$ cat src/rtl/nonce_sweeper.sv
// Nonce sweep controller: latches a job, feeds nonces to the SHA-256d core one at a
// time and stops on the first hash at or below target, or when the nonce range runs out.
module nonce_sweeper #(
  parameter logic [31:0] NONCE_START = 32'h0000_0000,
  parameter logic [31:0] NONCE_END   = 32'hFFFF_FFFF,
  parameter logic [31:0] NONCE_STEP  = 32'd1
) (
  input  logic         clk,
  input  logic         reset,
  input  logic         start,
  input  logic         stop,
  input  logic [255:0] midstate,
  input  logic [95:0]  header_leftovers,
  input  logic [255:0] target,
  output logic         core_valid,
  output logic [255:0] core_midstate,
  output logic [127:0] core_block,
  input  logic         core_done,
  input  logic [255:0] core_hash,
  output logic [2:0]   state,
  output logic [31:0]  nonce,
  output logic [31:0]  hash_count
);

  typedef enum logic [2:0] {
    S_IDLE      = 3'd0,
    S_LOAD      = 3'd1,
    S_HASH      = 3'd2,
    S_CHECK     = 3'd3,
    S_FOUND     = 3'd4,
    S_EXHAUSTED = 3'd5
  } state_e;

  state_e         state_q, state_d;
  logic [31:0]    nonce_q, nonce_d;
  logic [31:0]    count_q, count_d;
  logic [255:0]   mid_q, mid_d;
  logic [95:0]    left_q, left_d;
  logic [255:0]   tgt_q, tgt_d;
  logic [255:0]   hash_q, hash_d;
  logic [32:0]    nonce_sum;
  logic           hit;
  logic           exhausted;

  // The 33-bit sum catches both overshooting NONCE_END and wrapping past 2^32.
  assign nonce_sum = {1'b0, nonce_q} + {1'b0, NONCE_STEP};
  assign hit       = (hash_q <= tgt_q);
  assign exhausted = (nonce_sum > {1'b0, NONCE_END});

  always_ff @(posedge clk) begin
    if (reset) begin
      state_q <= S_IDLE;
    end else begin
      state_q <= state_d;
    end
  end

  always_comb begin
    state_d = state_q;
    if (stop) begin
      state_d = S_IDLE;
    end else begin
      case (state_q)
        S_IDLE, S_FOUND, S_EXHAUSTED: if (start) state_d = S_LOAD;
        S_LOAD:  state_d = S_HASH;
        S_HASH:  if (core_done) state_d = S_CHECK;
        S_CHECK: begin
          if (hit)            state_d = S_FOUND;
          else if (exhausted) state_d = S_EXHAUSTED;
          else                state_d = S_LOAD;
        end
        default: state_d = S_IDLE;
      endcase
    end
  end

  // Job shadow registers only move on an accepted start, so host writes mid-sweep are invisible.
  always_comb begin
    nonce_d = nonce_q;
    count_d = count_q;
    mid_d   = mid_q;
    left_d  = left_q;
    tgt_d   = tgt_q;
    hash_d  = hash_q;
    if (!stop) begin
      case (state_q)
        S_IDLE, S_FOUND, S_EXHAUSTED: begin
          if (start) begin
            mid_d   = midstate;
            left_d  = header_leftovers;
            tgt_d   = target;
            nonce_d = NONCE_START;
            count_d = 32'd0;
          end
        end
        S_HASH: begin
          if (core_done) begin
            hash_d = core_hash;
            if (count_q != 32'hFFFF_FFFF) count_d = count_q + 32'd1;
          end
        end
        S_CHECK: begin
          if (!hit && !exhausted) nonce_d = nonce_sum[31:0];
        end
        default: ;
      endcase
    end
  end

  always_ff @(posedge clk) begin
    if (reset) begin
      nonce_q <= NONCE_START;
      count_q <= 32'd0;
      mid_q   <= '0;
      left_q  <= '0;
      tgt_q   <= '0;
      hash_q  <= '0;
    end else begin
      nonce_q <= nonce_d;
      count_q <= count_d;
      mid_q   <= mid_d;
      left_q  <= left_d;
      tgt_q   <= tgt_d;
      hash_q  <= hash_d;
    end
  end

  always_comb begin
    core_valid    = (state_q == S_LOAD);
    core_midstate = mid_q;
    core_block    = {left_q, nonce_q};
    state         = state_q;
    nonce         = nonce_q;
    hash_count    = count_q;
  end

endmodule
$ cat config.mk
export PLATFORM = sky130hd
export DESIGN_NAME = nonce_sweeper
export DESIGN_NICKNAME = d
export VERILOG_FILES = /design/src/rtl/nonce_sweeper.sv
export SDC_FILE = /design/constraint.sdc
export NUM_CORES = 2
export LEC_CHECK = 0
export ABC_CLOCK_PERIOD_IN_PS = 8340
export CAP_MARGIN = 20
export CORE_AREA = 2 2 508 510
export CTS_BUF_LIST = sky130_fd_sc_hd__clkbuf_4 sky130_fd_sc_hd__clkbuf_8 sky130_fd_sc_hd__clkbuf_16
export CTS_CLUSTER_SIZE = 14
export DETAILED_ROUTE_END_ITERATION = 6
export DIE_AREA = 0 0 510 512
export PLACE_DENSITY = 0.41
export SYNTH_ARGS = -nofsm -noshare
export SYNTH_HDL_FRONTEND = slang
export SYNTH_SLANG_ARGS = --single-unit
$ cat constraint.sdc
create_clock -name clk -period 8.34 [get_ports clk]
set_input_delay 1.668 -clock clk [delete_from_list [all_inputs] [get_ports clk]]
set_output_delay 1.668 -clock clk [all_outputs]
set_load 0.1 [all_outputs]
# After elaboration in Yosys (flattened, before gate mapping)
# Index checks and enable logic that the tools add are counted.
# totals
regBits	931
in_bits	869
output_inout_bits	452
elab_cells	46
# classes
n_addsub	2
magnitude_cmp	2
eq_ne	10
mux	11
n_bitwise	1
n_reduce_logical	13
# op_table
op	count
256-bit less-or-equal comparator	1
32-bit 2-to-1 mux	4
32-bit one-hot mux with 2 select lines	2
32-bit by 1-bit adder with 33-bit output (second input constant)	1
33-bit by 32-bit > comparator with 1-bit output (second input constant)	1
32-bit by 1-bit adder with 32-bit output (second input constant)	1
32-bit inequality test (second input constant)	1
3-bit 2-to-1 mux	4
3-bit one-hot mux with 4 select lines	1
2-bit inequality test (second input constant)	4
3-bit by 2-bit == test with 1-bit output (second input constant)	2
3-bit == test (second input constant)	2
3-bit AND reduction	2
5-bit AND reduction	1
4-bit AND reduction	1
2-bit nonzero test	2
3-bit by 1-bit == test with 1-bit output (second input constant)	1
3-bit logical NOT	1
3-bit OR reduction	1
1-bit logical NOT	2
2-bit AND reduction	1
2-bit OR reduction	1
1-bit logical AND	1
1-bit inverter	1

# Logic depth before layout (Yosys ltp)
# logic_depth
depth_word	6
mapped_depth	14
mapped_depth_nobuf	12

# Worst setup path after synthesis
# Ideal clock, no wire load.
# synth_path
kind	register to output
startpoint	register state_q[0] (netlist: state[0])
endpoint	output core_valid
t_arrival_ns	2.788
required_time_ns	6.672
slack_ns	3.884
path_stages_with_launch	3
path_buffers	0
path_cell_list	dfxtp_1 > nor2b_1 > nor2b_1
# synth_via
elab_chain_len	1
# synth_rtl
item	line	rtl
from (decl)	34	state_e state_q, state_d;
from (signal assigned)	54	state_q <= state_d;
3-bit by 1-bit == test with 1-bit output	129	core_valid = (state_q == S_LOAD);
to (decl)	15	output logic core_valid,
# Every way passes these cells.

# Final worst setup path
# layout_path
startpoint	register tgt_q[119]
endpoint	register nonce_q[9] (netlist: nonce[9])
# layout_via
elab_chain_len	5
# layout_rtl
item	line	rtl
from (decl)	39	logic [255:0] tgt_q, tgt_d;
from (signal assigned)	123	tgt_q <= tgt_d;
256-bit less-or-equal comparator	47	assign hit = (hash_q <= tgt_q);
1-bit logical NOT	103	if (!hit && !exhausted) nonce_d = nonce_sum[31:0];
1-bit logical AND	103	
2-bit inequality test (no line)	n/a	
4-bit AND reduction (no line)	n/a	
to (signal assigned)	119	nonce_q <= nonce_d;
to (decl)	35	logic [31:0] nonce_q, nonce_d;
# Every way passes these cells.
# A chain may end at the register's enable or synchronous reset.

==> impl_metrics.toml <==
[detailed_routing]
met1_length_um = 87780
top_layer_used = "met5"
drcViolationCount = 0
ant_nets = 0
dr.pass1.iters = 5
wire_per_inst_um = 22.11
vias = 39955
met2WireLength_um = 105800
first_iter_violations = 2207
wirelength_um = 217800
avgViaCountPerCell = 4.056
met3_length_um = 18910

[pwr]
worst_ir_drop_vdd_mv = 0.1681
power_per_cell_area_nw_per_um2 = 199.9
p_leak_nw = 21.59

[setup_path]
worstSetupPathType = "flop to flop"
critPathRequiredTime_ps = 8980
cpMostUsedCell = "nand4_1"
timing.critical_path.from_type = "flop"
crit_path_end_kind = "flop"
path_cells = "inv_1 -> ha_1 -> nand4_1 -> nor4_1 -> nand4_1 -> nor4_2 -> o31ai_2 -> buf_6 -> a41oi_1 -> nor3_2 -> or2_1 -> or4_1 -> a31oi_1"
crit_fanout = 15
worstPathArrival_ps = 5780
slowest_delay_ps = 960
worst_path_max_delay_cell = "nor4_1"

[placement]
dp_hpwl_um = 167700
gp_congestion = 0.9361
io_buffer_count = 1320
dpl_cell_area_um2 = 56350
post-place-cells = 9590
dp_slack_ps = 2952

[yosys]
syn_area_per_cell_um2 = 7.670
synthTopCellsByCount = "nand2_1, a21oi_1, dfxtp_1"
synthArstFlopShare_pct = 0
synth_top_area_share_pct = 46.83
ys_top_cells_by_area = "dfxtp_1, nand2_1, a21oi_1"
synth_fp_nets = 6317
yosysMostFrequentCell = "nand2_1"
synth_ff_type = "dfxtp_1"
postSynthRegisterBits = 931
syn_area_um2 = 39800
synth_cell_types = 76
seq_area_frac_synth_pct = 46.83
yosys_warnings = 0
syn-instance-count = 5189
synth_edf_count = 0
yosysTopAreaCell = "dfxtp_1"

[clocking]
post_cts_buffers = 0
cts_hold_buf = 0
htreeDepth = 3
numCtsBuffers = 119
root_buffer = "clkbuf_16"
cts_buffer_depth = 3
clkLatencyLatePin_ps = 790
cts.sinks = 931
clkSlewWorstSetupHoldPaths_ps = 60
cts-resized-gates = 0
cts_tree = "yes"

[timing]
relSlewSlack_pct = 16.45
timing.setup.tns_ps = 0
worst_pin_slew_ps = 1253
setup_ws_ps = 3207
finalSetupViolCount = 0
rsz0062_at_grt = "no"
fin_crit_sh_pct = 61.55
drv_slew = 0
final_hold_viol_count = 0
max_freq_mhz = 194.8
min_period_ps = 5133
skew_ps = 70.79

[finish]
drive_above_1_share_pct = 5.614
area_delta_synth_final_pct = 52.49
finish.instance_area_um2 = 60690
fin_cells = 9850
fin_nets = 7461

[job]
maxCapViolations = 0

[global_route]
grt_usage_pct = 15.96
grt_pass1_vias = 39710
antenna_found_initial = 88
grt_max_degree = 185
overflow = 0
grt_pass1_wl_um = 301900

[floorplan]
core-area_um2 = 255800
die_w_um = 510
initial_utilization_pct = 15.56
io_pins = 1321
dieArea_um2 = 261100
dieHeight_um = 512
rows = 186

[worst_hold_path]
hp-class = "flop to flop"

[run_status]
status = "finished clean"
critical path, delay by kind of cell, from the launching register on:
kind                       cells  cell delay [ps]
buffers and inverters          2              240
DFF                            1              330
adders and majority gates      1              310
AOI/OAI and AO/OA              3              700
and+or+nand+nor                7             3410
through the flow:
stage | util [%] | hold slack, ps | power, mW
2_1_floorplan | - | 436.3 | 5.862
3_3_place_gp | 21.93 | 441.2 | 6.763
3_5_place_dp | 22.03 | 447.0 | 6.780
4_1_cts | 23.65 | 453.7 | 12.37
5_1_grt | 23.71 | 465.7 | 12.64
6_report | 23.73 | 451.5 | 12.13
metal layers:
layer / global-route usage, % / vias up
met5: 0 / -
met4: 4.203 / 28
met3: 5.716 / 281
met2: 27.62 / 1262
met1: 18.41 / 18978
li1: - / 19406
cells in the final DEF, fill, tap and decap left out, types with 11 or more instances in the layout:
cell,synthesis,final
nand2_1,1836,1836
clkdlybuf4s50_1,0,1262
a21oi_1,982,982
dfxtp_1,931,931
inv_1,278,278
ha_1,259,259
clkbuf_16,0,120
buf_4,32,79
nand4_1,75,75
nor2_1,67,67
o21ai_0,43,42
nand3_1,41,41
diode_2,0,36
a21o_1,32,32
a31oi_1,31,31
xor2_1,30,30
clkbuf_4,0,30
clkbuf_8,0,29
buf_12,0,28
nor3_1,23,20
nor4_1,23,19
and4_1,16,16
clkinv_2,0,16
o211ai_1,11,11
kinds of logic after synthesis:
| family | Yosys count | share of synthesized area [%] |
|---|---|---|
| muxes | 3 | 0.09115 |
| adders and majority gates | 259 | 8.142 |
| and+or+nand+nor | 2157 | 22.06 |
| DFF | 931 | 46.83 |
| buffers and inverters | 632 | 6.369 |
| xor gates and xnor gates | 39 | 0.8582 |
| AOI/OAI and AO/OA | 1168 | 15.65 |
sequential cells by signal, summed over array words and instances (netlist names):
| name | cells |
|---|---|
| nonce | 32 |
| state | 3 |
| core_midstate | 256 |
| hash_q | 256 |
| tgt_q | 256 |
| hash_count | 32 |
| left_q | 96 |
final timing paths:
check / startpoint / to / slack (ps) / cells after the start
min reg2reg: left_q[56]$_SDFFE_PP0P_ / left_q[56]$_SDFFE_PP0P_ / 450 / 2
min: left_q[56]$_SDFFE_PP0P_ / left_q[56]$_SDFFE_PP0P_ / 450 / 2
max reg2reg: tgt_q[119]$_SDFFE_PP0P_ / nonce[9]$_SDFFE_PP0P_ / 3210 / 13
max: tgt_q[119]$_SDFFE_PP0P_ / nonce[9]$_SDFFE_PP0P_ / 3210 / 13
power breakdown:
group          internal (mW)  switching [mW]  total, mW
sequential              4.60          0.0873       4.69
combinational          0.701            1.28       1.98
clock                   3.25            2.22       5.46
final cells by class:
type | count | area (um2)
Clock buffer | 179 | 3627
Tap cell | 3384 | 4234
Multi-Input combinational cell | 3626 | 18680
Clock inverter | 39 | 514.2
Timing Repair Buffer | 1377 | 13860
Antenna cell | 36 | 90.09
Sequential cell | 931 | 18640
Fill cell | 28154 | 195100
Inverter | 278 | 1044
Power figures use the tool's default switching activity.
